$ cat config.mk
export PLATFORM = sky130hd
export DESIGN_NAME = instr_fetch_unit_flat
export DESIGN_NICKNAME = d
export VERILOG_FILES = /design/src/rtl/instr_fetch_unit_if.sv /design/src/rtl/instr_fetch_unit.sv /design/src/flat_wrapper.sv
export SDC_FILE = /design/constraint.sdc
export NUM_CORES = 1
export LEC_CHECK = 0
export BUFFER_PORTS_ARGS = -buffer_cell sky130_fd_sc_hd__buf_2
export CELL_PAD_IN_SITES_DETAIL_PLACEMENT = 1
export CELL_PAD_IN_SITES_GLOBAL_PLACEMENT = 1
export CORE_ASPECT_RATIO = 0.6
export CORE_UTILIZATION = 40
export CTS_BUF_LIST = sky130_fd_sc_hd__clkbuf_4
export CTS_CLUSTER_SIZE = 14
export DETAILED_ROUTE_END_ITERATION = 16
export GPL_TIMING_DRIVEN = 0
export HOLD_SLACK_MARGIN = 0.08
export MAX_ROUTING_LAYER = met4
export PLACE_DENSITY = 0.91
export SYNTH_ARGS = -nofsm -noshare
export SYNTH_HDL_FRONTEND = slang
export SYNTH_SLANG_ARGS = --single-unit
$ cat constraint.sdc
create_clock -name clk -period 4.55 [get_ports clk]
set_input_delay 0.6825 -clock clk [delete_from_list [all_inputs] [get_ports clk]]
set_output_delay 0.6825 -clock clk [all_outputs]
set_load 0.01 [all_outputs]
$ cat src/rtl/instr_fetch_unit_if.sv
// instr_fetch_unit_if
//   Bundles the fetch unit's control strobes, instruction-memory bus and
//   status outputs so the unit exposes one port besides clk/reset.
//   Modports:
//     master - the fetch unit. It takes the control strobes and memory
//              read data, and drives the memory request, PC, IR and status.
//     slave  - the environment: the control FSM plus instruction memory.
//   Signals:
//     PC_clr, PC_up, IR_ld   control strobes from the FSM
//     imem_data, imem_ack    memory read data and completion strobe
//     imem_addr, imem_rd     memory read address and request
//     PC, IR                 program counter and instruction register
//     IR_valid               IR holds a completed fetch
//     fetch_busy             a fetch is outstanding
//     fetch_err              sticky fetch-timeout flag
interface instr_fetch_unit_if #(
  parameter int PC_W   = 7,
  parameter int DATA_W = 16
);
  logic              PC_clr;
  logic              PC_up;
  logic              IR_ld;
  logic [DATA_W-1:0] imem_data;
  logic              imem_ack;
  logic [PC_W-1:0]   imem_addr;
  logic              imem_rd;
  logic [PC_W-1:0]   PC;
  logic [DATA_W-1:0] IR;
  logic              IR_valid;
  logic              fetch_busy;
  logic              fetch_err;

  modport master (
    input  PC_clr, PC_up, IR_ld, imem_data, imem_ack,
    output imem_addr, imem_rd, PC, IR, IR_valid, fetch_busy, fetch_err
  );

  modport slave (
    output PC_clr, PC_up, IR_ld, imem_data, imem_ack,
    input  imem_addr, imem_rd, PC, IR, IR_valid, fetch_busy, fetch_err
  );
endinterface

$ cat src/rtl/instr_fetch_unit.sv
// instr_fetch_unit
//   Owns the program counter and instruction register that feed the
//   processor control FSM. It acts on the FSM's PC_clr / PC_up / IR_ld
//   strobes and fetches one instruction word per IR_ld over a
//   variable-latency rd/ack handshake. All outputs are registered.
//   Ports:
//     clk    rising-edge system clock
//     reset  asynchronous, active-high reset
//     bus    instr_fetch_unit_if.master. It carries the control strobes,
//            the memory bus, PC, IR and the status flags.
//   Optional feature (macro FETCH_TIMEOUT_EN):
//     When defined, a fetch with no ack for TIMEOUT consecutive WAIT cycles
//     is abandoned. The unit then loads the HALT opcode 16'h5000 into IR
//     and sets the sticky fetch_err flag. When undefined, WAIT lasts until
//     ack, PC_clr or reset, and fetch_err is tied low.
module instr_fetch_unit #(
  parameter int PC_W    = 7,
  parameter int DATA_W  = 16
`ifdef FETCH_TIMEOUT_EN
  ,
  parameter int TIMEOUT = 15
`endif
) (
  input  logic                clk,
  input  logic                reset,
  instr_fetch_unit_if.master  bus
);

  localparam logic [0:0] IDLE = 1'b0;
  localparam logic [0:0] WAIT = 1'b1;

  logic [0:0]        state_reg;
  logic [PC_W-1:0]   pc_reg;
  logic [PC_W-1:0]   addr_reg;
  logic [DATA_W-1:0] ir_reg;
  logic              valid_reg;
  logic              rd_reg;
  logic              busy_reg;
  // Records a PC_up that arrived together with IR_ld. The increment is
  // applied only when the fetch completes, so the address stays stable.
  logic              up_pend_reg;

`ifdef FETCH_TIMEOUT_EN
  localparam int               CNT_W = $clog2(TIMEOUT + 1);
  localparam logic [DATA_W-1:0] HALT_OP = DATA_W'(16'h5000);
  logic [CNT_W-1:0] cnt_reg;
  logic             err_reg;
`endif

  always_ff @(posedge clk or posedge reset) begin
    if (reset) begin
      state_reg   <= IDLE;
      pc_reg      <= '0;
      addr_reg    <= '0;
      ir_reg      <= '0;
      valid_reg   <= 1'b0;
      rd_reg      <= 1'b0;
      busy_reg    <= 1'b0;
      up_pend_reg <= 1'b0;
`ifdef FETCH_TIMEOUT_EN
      cnt_reg     <= '0;
      err_reg     <= 1'b0;
`endif
    end else begin
      case (state_reg)
        IDLE: begin
          // imem_ack is deliberately ignored here. A late ack from an
          // aborted fetch must not load IR.
          if (bus.PC_clr) begin
            pc_reg    <= '0;
            valid_reg <= 1'b0;
          end else if (bus.IR_ld) begin
            addr_reg    <= pc_reg;
            rd_reg      <= 1'b1;
            busy_reg    <= 1'b1;
            valid_reg   <= 1'b0;
            up_pend_reg <= bus.PC_up;
            state_reg   <= WAIT;
`ifdef FETCH_TIMEOUT_EN
            cnt_reg     <= '0;
`endif
          end else if (bus.PC_up) begin
            pc_reg <= pc_reg + 1'b1;   // wraps modulo 2^PC_W
          end
        end

        WAIT: begin
          // IR_ld and PC_up are not queued while a fetch is outstanding.
          // PC_clr takes priority even over an ack in the same cycle.
          if (bus.PC_clr) begin
            pc_reg    <= '0;
            valid_reg <= 1'b0;
            rd_reg    <= 1'b0;
            busy_reg  <= 1'b0;
            state_reg <= IDLE;
          end else if (bus.imem_ack) begin
            ir_reg    <= bus.imem_data;
            valid_reg <= 1'b1;
            rd_reg    <= 1'b0;
            busy_reg  <= 1'b0;
            state_reg <= IDLE;
            if (up_pend_reg) begin
              pc_reg <= pc_reg + 1'b1;
            end
          end
`ifdef FETCH_TIMEOUT_EN
          else if (cnt_reg == CNT_W'(TIMEOUT - 1)) begin
            // This is the TIMEOUT-th WAIT cycle with no ack. Hand the FSM
            // a HALT so that it stops cleanly. PC is left unchanged.
            err_reg   <= 1'b1;
            ir_reg    <= HALT_OP;
            valid_reg <= 1'b1;
            rd_reg    <= 1'b0;
            busy_reg  <= 1'b0;
            state_reg <= IDLE;
          end else begin
            cnt_reg <= cnt_reg + 1'b1;
          end
`endif
        end

        default: state_reg <= IDLE;
      endcase
    end
  end

  assign bus.imem_addr  = addr_reg;
  assign bus.imem_rd    = rd_reg;
  assign bus.PC         = pc_reg;
  assign bus.IR         = ir_reg;
  assign bus.IR_valid   = valid_reg;
  assign bus.fetch_busy = busy_reg;
`ifdef FETCH_TIMEOUT_EN
  assign bus.fetch_err  = err_reg;
`else
  assign bus.fetch_err  = 1'b0;
`endif

endmodule
$ cat src/flat_wrapper.sv
// flat-port wrapper written by rule: the top's interface ports become plain ports
module instr_fetch_unit_flat 
#(
  parameter int PC_W    = 7,
  parameter int DATA_W  = 16

)
  (clk, reset, bus_PC_clr, bus_PC_up, bus_IR_ld, bus_imem_data, bus_imem_ack, bus_imem_addr, bus_imem_rd, bus_PC, bus_IR, bus_IR_valid, bus_fetch_busy, bus_fetch_err);
  instr_fetch_unit_if #(.PC_W(PC_W), .DATA_W(DATA_W)) bus_i ();
  input  logic clk;
  input  logic reset;
  input wire logic [$bits(bus_i.PC_clr)-1:0] bus_PC_clr;
  input wire logic [$bits(bus_i.PC_up)-1:0] bus_PC_up;
  input wire logic [$bits(bus_i.IR_ld)-1:0] bus_IR_ld;
  input wire logic [$bits(bus_i.imem_data)-1:0] bus_imem_data;
  input wire logic [$bits(bus_i.imem_ack)-1:0] bus_imem_ack;
  output wire logic [$bits(bus_i.imem_addr)-1:0] bus_imem_addr;
  output wire logic [$bits(bus_i.imem_rd)-1:0] bus_imem_rd;
  output wire logic [$bits(bus_i.PC)-1:0] bus_PC;
  output wire logic [$bits(bus_i.IR)-1:0] bus_IR;
  output wire logic [$bits(bus_i.IR_valid)-1:0] bus_IR_valid;
  output wire logic [$bits(bus_i.fetch_busy)-1:0] bus_fetch_busy;
  output wire logic [$bits(bus_i.fetch_err)-1:0] bus_fetch_err;
  assign bus_i.PC_clr = bus_PC_clr;
  assign bus_i.PC_up = bus_PC_up;
  assign bus_i.IR_ld = bus_IR_ld;
  assign bus_i.imem_data = bus_imem_data;
  assign bus_i.imem_ack = bus_imem_ack;
  assign bus_imem_addr = bus_i.imem_addr;
  assign bus_imem_rd = bus_i.imem_rd;
  assign bus_PC = bus_i.PC;
  assign bus_IR = bus_i.IR;
  assign bus_IR_valid = bus_i.IR_valid;
  assign bus_fetch_busy = bus_i.fetch_busy;
  assign bus_fetch_err = bus_i.fetch_err;
  instr_fetch_unit #(.PC_W(PC_W), .DATA_W(DATA_W)) u_core (.clk(clk), .reset(reset), .bus(bus_i));
endmodule
### After elaboration in Yosys (flattened, before gate mapping)

Index checks and enable logic that the tools add are counted.

| operators by class | value |
|---|---|
| add/sub/neg operators | 1 |
| equality and inequality tests | 7 |
| mux-type cells | 22 |
| bitwise operators | 2 |
| reduce and logical (&&, ||, !) cells | 5 |

Operators with widths:

| kind | number |
|---|---|
| $mux 7 | 6 |
| $ne 3x3->1 const B | 5 |
| $pmux 7 s2 | 1 |
| $mux 1 | 12 |
| $reduce_and 3->1 | 3 |
| $add 7x1->7 const B | 1 |
| $pmux 1 s2 | 3 |
| $ne 2x2->1 const B | 2 |
| $reduce_and 4->1 | 1 |
| $not 1->1 | 2 |
| $reduce_and 2->1 | 1 |

| storage, ports and cells | value |
|---|---|
| register bits | 34 |
| input bits | 22 |
| output and inout bits | 34 |
| logic and storage cells | 44 |

### Longest topological paths before layout

Gate-level depths: netlist of run 1.

| depth | value |
|---|---|
| depth after elaboration | 5 |
| gate-level depth with buffers | 5 |

### Worst setup path after synthesis of run 1

No wires, ideal clock.

| path | value |
|---|---|
| path kind | input port to flip-flop |
| start | input bus_IR_ld |
| end | register u_core.pc_reg[5], in the netlist u_core.bus.PC[5] |
| data arrival time | 1.697 ns |
| required time | 4.422 ns |
| slack | 2.725 ns |
| cell stages on the path | 4 |
| cell sequence | or3b_1 buf_6 a211oi_2 mux2_1 |

| on the way | value |
|---|---|
| longest elaborated chain between the ends | 2 |

Ends and longest elaborated chain:

| what | line | source |
|---|---|---|
| from (decl) | flat_wrapper.sv:14 | `input wire logic [$bits(bus_i.IR_ld)-1:0] bus_IR_ld;` |
| $ne 3x3->1 (no source line) | n/a |  |
| $reduce_and 4->1 (no source line) | n/a |  |
| to (signal assigned) | instr_fetch_unit.sv:83 | `pc_reg <= pc_reg + 1'b1;` |
| to (signal assigned) | instr_fetch_unit.sv:103 | `pc_reg <= pc_reg + 1'b1;` |
| to (decl) | instr_fetch_unit.sv:33 | `logic [PC_W-1:0] pc_reg;` |

Every way passes these cells.
A chain may end at the register's enable or synchronous reset.

### Worst setup path after layout of run 1

| path | value |
|---|---|
| start | register u_core.state_reg |
| end | register u_core.pc_reg[6], in the netlist u_core.bus.PC[6] |

| on the way | value |
|---|---|
| longest elaborated chain between the ends | 3 |
| elaborated cells on any way between the ends | 7 |
| those cells by class | eq/ne (4); mux (1); bitwise (1); reduce/logical (1) |

Ends and longest elaborated chain:

| what | line | source |
|---|---|---|
| from (decl) | instr_fetch_unit.sv:32 | `logic [0:0] state_reg;` |
| from (signal assigned) | instr_fetch_unit.sv:52 | `state_reg <= IDLE;` |
| from (signal assigned) | instr_fetch_unit.sv:78 | `state_reg <= WAIT;` |
| from (signal assigned) | instr_fetch_unit.sv:95 | `state_reg <= IDLE;` |
| $not 1->1 (no source line) | n/a |  |
| $ne 3x3->1 (no source line) | n/a |  |
| $reduce_and 4->1 (no source line) | n/a |  |

Parallel ways exist; a longest one is shown, timed or not.

==> results of run 1 <==
where the power goes:
group	total (mW)	switching, mW	internal (mW)
clock network	0.227	0.0988	0.129
registers	0.371	0.0252	0.346
logic	0.155	0.0743	0.0807
total	0.754	0.198	0.555
cells by family after synthesis:
logic type	synth area share (%)
and+or+nand+nor	9.453
buffers and inverters	4.304
other	0.2529
muxes	22.28
adders and majority gates	0.8437
DFF	57.38
AOI/OAI and AO/OA	5.485
placed cells by master, fill, tap and decap left out, types with 2 or more instances in the layout:
| master | count |
|---|---|
| a21oi_1 | 4 |
| buf_2 | 53 |
| clkbuf_4 | 7 |
| nand3_1 | 4 |
| mux2_1 | 2 |
| nand2_1 | 4 |
| buf_4 | 2 |
| mux2_2 | 26 |
| nor3_1 | 2 |
| a211oi_2 | 2 |
| o21ai_0 | 3 |
| nor2_1 | 6 |
| buf_6 | 3 |
| nor2b_1 | 5 |
| clkbuf_1 | 2 |
| dfrtp_1 | 34 |
layer usage:
layer | vias up | share of wire, % | GRT usage (%) | wire length, um
li1 | 512 | - | - | -
met1 | 546 | 44 | 22.69 | 1497
met2 | 37 | 50 | 32.63 | 1707
met3 | 5 | 5.8 | 5.981 | 200
met4 | 0 | 0.79 | 5.357 | 27
met5 | - | 0 | - | 0
critical path, cell delays in order, from the launching register on:
cell and delay, ps:
dfrtp_1 460, or3b_1 420, buf_6 140, a211oi_2 230, mux2_1 340
cells in the mapped netlist, types with 2 or more instances:
| library cell | count |
|---|---|
| dfrtp_1 | 34 |
| mux2_2 | 26 |
| nor2_1 | 6 |
| nor2b_1 | 5 |
| a21oi_1 | 4 |
| nand2_1 | 4 |
| nand3_1 | 4 |
| buf_6 | 3 |
| o21ai_0 | 3 |
| a211oi_2 | 2 |
| buf_4 | 2 |
| clkbuf_1 | 2 |
| inv_1 | 2 |
| mux2_1 | 2 |
| nor3_1 | 2 |
worst min path at each step:
stage	endpoint	slack, ps
floorplan	u_core.up_pend_reg$_DFFE_PP0P_	500
global placement	u_core.bus.IR[15]$_DFFE_PP0P_	480
detailed placement	u_core.bus.IR[8]$_DFFE_PP0P_	490
CTS	u_core.bus.IR[2]$_DFFE_PP0P_	520
global route	u_core.bus.IR[9]$_DFFE_PP0P_	300
finish	u_core.bus.IR[9]$_DFFE_PP0P_	290
layout make-up:
type | instances | area, sq um | area share (%)
buffer | 7 | 56.30 | 2.941
clock buffer | 7 | 52.55 | 2.745
clock inverter | 1 | 30.03 | 1.569
inverter | 2 | 7.507 | 0.3922
multi-input combinational | 70 | 568.0 | 29.67
sequential | 34 | 850.8 | 44.44
tap | 45 | 56.30 | 2.941
timing repair buffer | 54 | 292.8 | 15.29
==> metrics.md, run 1 <==
| Metric | Value |
|---|---|
| Yosys reg bits | `34` |
| Mapped Area | `1483 sq um` |
| Antenna violations before repair | `0` |
| # diodes | `0` |
| Cells after Synth | `113` |
| Dpl cells | `211` |
| Drt initial violations | `27` |
| TNS Setup | `0 ps` |
| Effective utilization at floorplan | `43.57%` |
| # hold bufs at CTS | `0` |
| Drt wl/cell | `15.60 um` |
| Pwr Density | `393.7 nW/um^2` |
| Filler cells | `383` |
| Hold Slack | `287.7 ps` |
| Unrepaired setup endpoints after global routing | `no` |
| CP Class | `reg2reg` |
| Share of post-route cells with drive strength above 1 | `55.43%` |
| Hold Violations, Final | `0` |
| Die Width | `80.60 um` |
| Area contributors post-synth | `dfrtp_1, mux2_2, buf_6` |
| GRT Util Overall | `19.48%` |
| # DRC | `0` |
| Min cycle time layout | `1696 ps` |
| Pin count of the biggest net entering global routing | `35` |
| CTS sink cnt | `34` |
| Worst r2r src | `u_core.state_reg$_DFF_PP0_` |
| Gr ovfl total | `0` |
| Slew Limit Fails | `0` |
| MaxCap Viol Count | `0` |
| FF-to-FF setup slack | `2850 ps` |
| Post-Route WL | `3432 um` |
| Primary FF master, synth | `dfrtp_1` |
| Worst setup path endpoint | `u_core.bus.PC[6]$_DFFE_PP0P_` |
| Share of the synthesized area in the top cell type | `57.38%` |
| Tcrit/Tclk final | `37.28%` |
| Setup WS post-layout | `2854 ps` |
| Post-Layout Inst Area | `1914 sq um` |
| Number of flip-flops under the largest register name | `16` |
| Post-synth EDFFs | `0` |
| Place WS | `2544 ps` |
| Power Total | `0.7536 mW` |
| FF-to-FF End | `u_core.bus.PC[6]$_DFFE_PP0P_` |
| Via count | `1100` |
| Post-synthesis sequential area ratio | `57.38%` |
| Status | `complete, no violations` |
| Die area | `3962 sq um` |
| Max Clock Skew | `8.896 ps` |
| Crit. Startpoint | `u_core.state_reg$_DFF_PP0_` |
| Worst-skew pair later-pin latency | `330 ps` |
| Post-CTS Repair Setup Buffers | `0` |
| Post-DP Area | `1804 sq um` |
| Row cnt | `16` |
| Asr flop ratio synth | `100.0%` |
| Worst R2R Path Depth | `4` |
| Crit path max fanout | `8` |
| Top Ports | `56` |
| CP Launch Type | `flop` |
| Via density | `5.000` |
| CP endpoint kind | `flop` |
| CTS max path bufs | `2` |
| Hold WC Path Type | `in2async` |
| First-pass GRT wire length | `5492 um` |
| Synth unique cells | `27` |
| CP Data Required Time | `4770 ps` |
| Ys Warns | `0` |
| Final Setup Violations | `0` |
| Nets | `197` |
| Post-DRT Antenna Nets | `0` |
| Core area | `3403 sq um` |
| Detailed Routing Iterations Pass 1 | `4` |
| Post-CTS Resized | `0` |
| Cell taking the most area after synthesis | `dfrtp_1` |
| Worst EP arrival | `1910 ps` |
| CTS tree | `built` |
| Lkg Pwr | `0.9848 nW` |
| IO Port Bufs | `53` |
| Syn_area_per_cell | `13.12 sq um` |
| Max Fclk | `0.5896 GHz` |
| Gpl congestion | `0.7684` |
| Non-Filler Instances | `220` |
| CTS H-tree depth | `2` |
| Clock transition at the registers of the reported paths | `110 ps` |
| Vias in the first global route | `1126` |
| Final Core Density | `56.25%` |
| Die H | `49.16 um` |
| TritonCTS Buffers | `5` |
| Dpl hpwl | `2564 um` |
| Syn nets | `136` |
| Root Driver | `clkbuf_4` |
| Peak VDD IR | `0.1912 mV` |
| Area grow syn2layout | `29.11%` |
No activity file was read; power rests on OpenSTA's default activity.
==> run 2: changes to the inputs <==
--- a/config.mk
+++ b/config.mk
@@ -5,18 +5,19 @@
 export SDC_FILE = /design/constraint.sdc
 export NUM_CORES = 1
 export LEC_CHECK = 0
+export ABC_AREA = 1
 export BUFFER_PORTS_ARGS = -buffer_cell sky130_fd_sc_hd__buf_2
 export CELL_PAD_IN_SITES_DETAIL_PLACEMENT = 1
 export CELL_PAD_IN_SITES_GLOBAL_PLACEMENT = 1
 export CORE_ASPECT_RATIO = 0.6
-export CORE_UTILIZATION = 40
+export CORE_UTILIZATION = 36
 export CTS_BUF_LIST = sky130_fd_sc_hd__clkbuf_4
 export CTS_CLUSTER_SIZE = 14
 export DETAILED_ROUTE_END_ITERATION = 16
 export GPL_TIMING_DRIVEN = 0
 export HOLD_SLACK_MARGIN = 0.08
 export MAX_ROUTING_LAYER = met4
-export PLACE_DENSITY = 0.91
+export PLACE_DENSITY = 0.88
 export SYNTH_ARGS = -nofsm -noshare
 export SYNTH_HDL_FRONTEND = slang
 export SYNTH_SLANG_ARGS = --single-unit
==> constraint.sdc (replaced) <==
create_clock -name clk -period 1.71 [get_ports clk]
set_input_delay 0.2565 -clock clk [delete_from_list [all_inputs] [get_ports clk]]
set_output_delay 0.2565 -clock clk [all_outputs]
set_load 0.01 [all_outputs]
==> run 2 against run 1 <==
  * Sequential share of layout area is 0.99 points lower
  * First-iteration DRC count grew 110%
  * Die area is 13% higher
  * Area after synthesis rose by 2.4%
  * Non-clock buffer count up 1
  * Wire length increased by 11%
  * Clock skew up 0.66 ps
  * Critical path type unchanged
  * Clock power rose to 2.6 times the previous value
  * Global-route usage is 0.19 points higher
  * Hold slack got worse by 180 ps
  * Fmax grew 27%
  * Cell area rose by 2.3%
==> metrics.md, run 2 <==
| Metric | Value |
|---|---|
| Asr flop ratio synth | `100.0% (unchanged)` |
| Filler cells | `492 (+28%)` |
| Crit path max fanout | `10 (+2)` |
| Antenna violations before repair | `0 (unchanged)` |
| GRT Util Overall | `19.67% (+0.19 points)` |
| Tcrit/Tclk final | `78.32% (+41 points)` |
| Die Width | `85.86 um (+6.5%)` |
| Drt wl/cell | `12.86 um (-18%)` |
| Worst R2R Path Depth | `8 (+4)` |
| Max Clock Skew | `9.559 ps (+0.6629 ps)` |
| Mapped Area | `1519 sq um (+2.4%)` |
| Gr ovfl total | `0 (unchanged)` |
| Via density | `4.532 (-9.4%)` |
| Unrepaired setup endpoints after global routing | `no` |
| Top Ports | `56 (unchanged)` |
| Post-synth EDFFs | `0 (unchanged)` |
| Effective utilization at floorplan | `39.45% (-4.1 points)` |
| Worst EP arrival | `1610 ps (-300 ps)` |
| Clock transition at the registers of the reported paths | `120 ps (about the same)` |
| Hold WC Path Type | `in2reg` |
| Post-DRT Antenna Nets | `0 (unchanged)` |
| Hold Violations, Final | `0 (unchanged)` |
| Worst-skew pair later-pin latency | `340 ps (about the same)` |
| # DRC | `0 (unchanged)` |
| Pwr Density | `1083 nW/um^2 (+180%)` |
| Hold depth | `3` |
| Via count | `1337 (+22%)` |
| MaxCap Viol Count | `0 (unchanged)` |
| Gpl congestion | `0.7760 (+0.99%)` |
| Primary FF master, synth | `dfrtp_1` |
| Count leader, synth | `nand2_1` |
| Ys Warns | `0 (unchanged)` |
| Commonest cells after routing, fill and taps aside | `nand2_1, buf_2, dfrtp_1, inv_1, o21ai_0` |
| Peak VDD IR | `0.4948 mV (+160%)` |
| Dpl hpwl | `2896 um (+13%)` |
| Die H | `52.32 um (+6.4%)` |
| Die area | `4492 sq um (+13%)` |
| IO Port Bufs | `54 (+1.9%)` |
| Worst r2r src | `u_core.state_reg$_DFF_PP0_` |
| CP Data Required Time | `1980 ps (-2790 ps)` |
| Vias in the first global route | `1285 (+14%)` |
| Hold Slack | `106.7 ps (-181.0 ps)` |
| Non-Filler Instances | `295 (+34%)` |
| CTS H-tree depth | `2 (unchanged)` |
| FF-to-FF setup slack | `370 ps (-2480 ps)` |
| Final Core Density | `50.86% (-5.4 points)` |
| Cell taking the most area after synthesis | `dfrtp_1` |
| Nets | `260 (+32%)` |
| Share of post-route cells with drive strength above 1 | `36.13% (-19 points)` |
| Hold Path End | `u_core.bus.IR[1]$_DFFE_PP0P_` |
| CP endpoint kind | `flop` |
| Lkg Pwr | `1.109 nW (+13%)` |
| Max Fclk | `0.7467 GHz (+27%)` |
| Place WS | `227.8 ps (-2317 ps)` |
| Area contributors post-synth | `dfrtp_1, nand2_1, o21ai_0` |
| Slew Limit Fails | `0 (unchanged)` |
| Detailed Routing Iterations Pass 1 | `4 (unchanged)` |
| Row cnt | `17 (+1)` |
| Post-CTS Resized | `0 (unchanged)` |
| Most instantiated cells after synthesis | `nand2_1, dfrtp_1, inv_1` |
| Cells after Synth | `174 (+54%)` |
| Syn nets | `197 (+45%)` |
| CP Launch Type | `flop` |
| TNS Setup | `0 ps (unchanged)` |
| Root Driver | `clkbuf_4` |
| # diodes | `0 (unchanged)` |
| First-pass GRT wire length | `6320 um (+15%)` |
| Final Setup Violations | `0 (unchanged)` |
| TritonCTS Buffers | `5 (unchanged)` |
| CTS sink cnt | `34 (unchanged)` |
| FF-to-FF End | `u_core.bus.PC[1]$_DFFE_PP0P_` |
| Max_slew headroom | `52.05%` |
| Area grow syn2layout | `28.91%` |
| Syn_area_per_cell | `8.730 sq um (-33%)` |
| Setup WS post-layout | `370.8 ps (-2483 ps)` |
| Core area | `3850 sq um (+13%)` |
| Actual slew at the worst max-slew pin | `718.2 ps` |
| CP Class | `reg2reg` |
| CTS max path bufs | `2 (unchanged)` |
| CTS tree | `built` |
| Commonest non-fill, non-tap cell in the layout | `nand2_1` |
| Number of flip-flops under the largest register name | `16 (unchanged)` |
| Yosys reg bits | `34 (unchanged)` |
| Status | `complete, no violations` |
| Min cycle time layout | `1339 ps (-356.9 ps)` |
| Pin count of the biggest net entering global routing | `35 (unchanged)` |
| Drt initial violations | `58 (+110%)` |
| Hold_sp | `bus_imem_data[1]` |
| Post-Route WL | `3793 um (+11%)` |
| Dpl cells | `285 (+35%)` |
| Post-synthesis sequential area ratio | `56.01% (-1.4 points)` |
| Synth unique cells | `23 (-15%)` |
| Share of the synthesized area in the top cell type | `56.01% (-1.4 points)` |
==> run 2: cell count changes after synthesis, sizes merged, moves of 4 or more <==
cell   change
inv       +15
mux2      -27
nand2     +70
nand3      +4
nor2b      -5
o21ai     +13
==> run 2: timing repair <==
item | CTS | global route
buffers inserted | 0 | 0
hold buffers | 0 | 2
hold endpoints to repair | 0 | 12
==> run 2: report_power, final <==
group          switching [mW]  leakage, nW  internal [mW]  total, mW
registers              0.0974        0.443          0.941       1.04
clock network           0.289       0.0450          0.303      0.592
logic                   0.282        0.621          0.209      0.491
==> run 2: metal layers <==
layer  GRT usage, %  up-vias  part of all wire, %  wire length, um
met1          27.36      626                   51             1944
met3          5.197        3                  6.0              226
li1               -      662                    -                -
met4          5.833        0                 0.84               32
met2          28.17       46                   42             1590
met5              -        -                    0                0
==> run 2: stage by stage <==
step	instance area (sq um)	total power, mW
6_report	1958	2.121
5_1_grt	1958	2.265
4_1_cts	1938	2.143
3_5_place_dp	1861	1.552
3_3_place_gp	1861	1.520
2_1_floorplan	1519	1.314
==> run 2: worst max-delay path: stages, from the launching register on <==
cell     delay, ps
dfrtp_1        470
nor2_2         150
nand2_2        150
nand2_2        130
inv_2           40
nand2_2         70
buf_6          140
nand2_1         70
o21ai_2         60
==> run 2: how the worst max path moves through the flow <==
stage / to / startpoint / slack (ps)
6_report: u_core.bus.PC[1]$_DFFE_PP0P_ / u_core.state_reg$_DFF_PP0_ / 370
4_1_cts: u_core.bus.PC[1]$_DFFE_PP0P_ / u_core.state_reg$_DFF_PP0_ / 360
2_1_floorplan: u_core.bus.PC[1]$_DFFE_PP0P_ / u_core.state_reg$_DFF_PP0_ / 570
3_3_place_gp: u_core.bus.IR_valid$_DFFE_PP0P_ / reset / 210
5_1_grt: u_core.bus.PC[6]$_DFFE_PP0P_ / u_core.state_reg$_DFF_PP0_ / 230
3_5_place_dp: u_core.bus.imem_addr[6]$_DFFE_PP0P_ / reset / 230
==> run 2: cell type report <==
type / count / area (sq um) / share of cell area (%)
multi-input cells: 117 / 554.3 / 28.31
plain buffers: 6 / 50.05 / 2.556
flip-flops and latches: 34 / 850.8 / 43.45
repair buffers: 56 / 290.3 / 14.82
clock inverters: 3 / 40.04 / 2.045
clock buffers: 5 / 37.54 / 1.917
inverters: 17 / 63.81 / 3.259
well taps: 57 / 71.32 / 3.642
==> run 2: kinds of logic (layout without fill, tap and decap cells) <==
family / Yosys count / count (layout) / share of synthesized area [%]
buffers and inverters: 23 / 87 / 7.495
and+or+nand+nor: 92 / 92 / 25.45
AOI/OAI and AO/OA: 20 / 20 / 7.907
adders and majority gates: 1 / 1 / 0.8236
xor gates and xnor gates: 1 / 1 / 0.5767
DFF: 34 / 34 / 56.01
muxes: 2 / 2 / 1.483
other: 1 / 1 / 0.2469
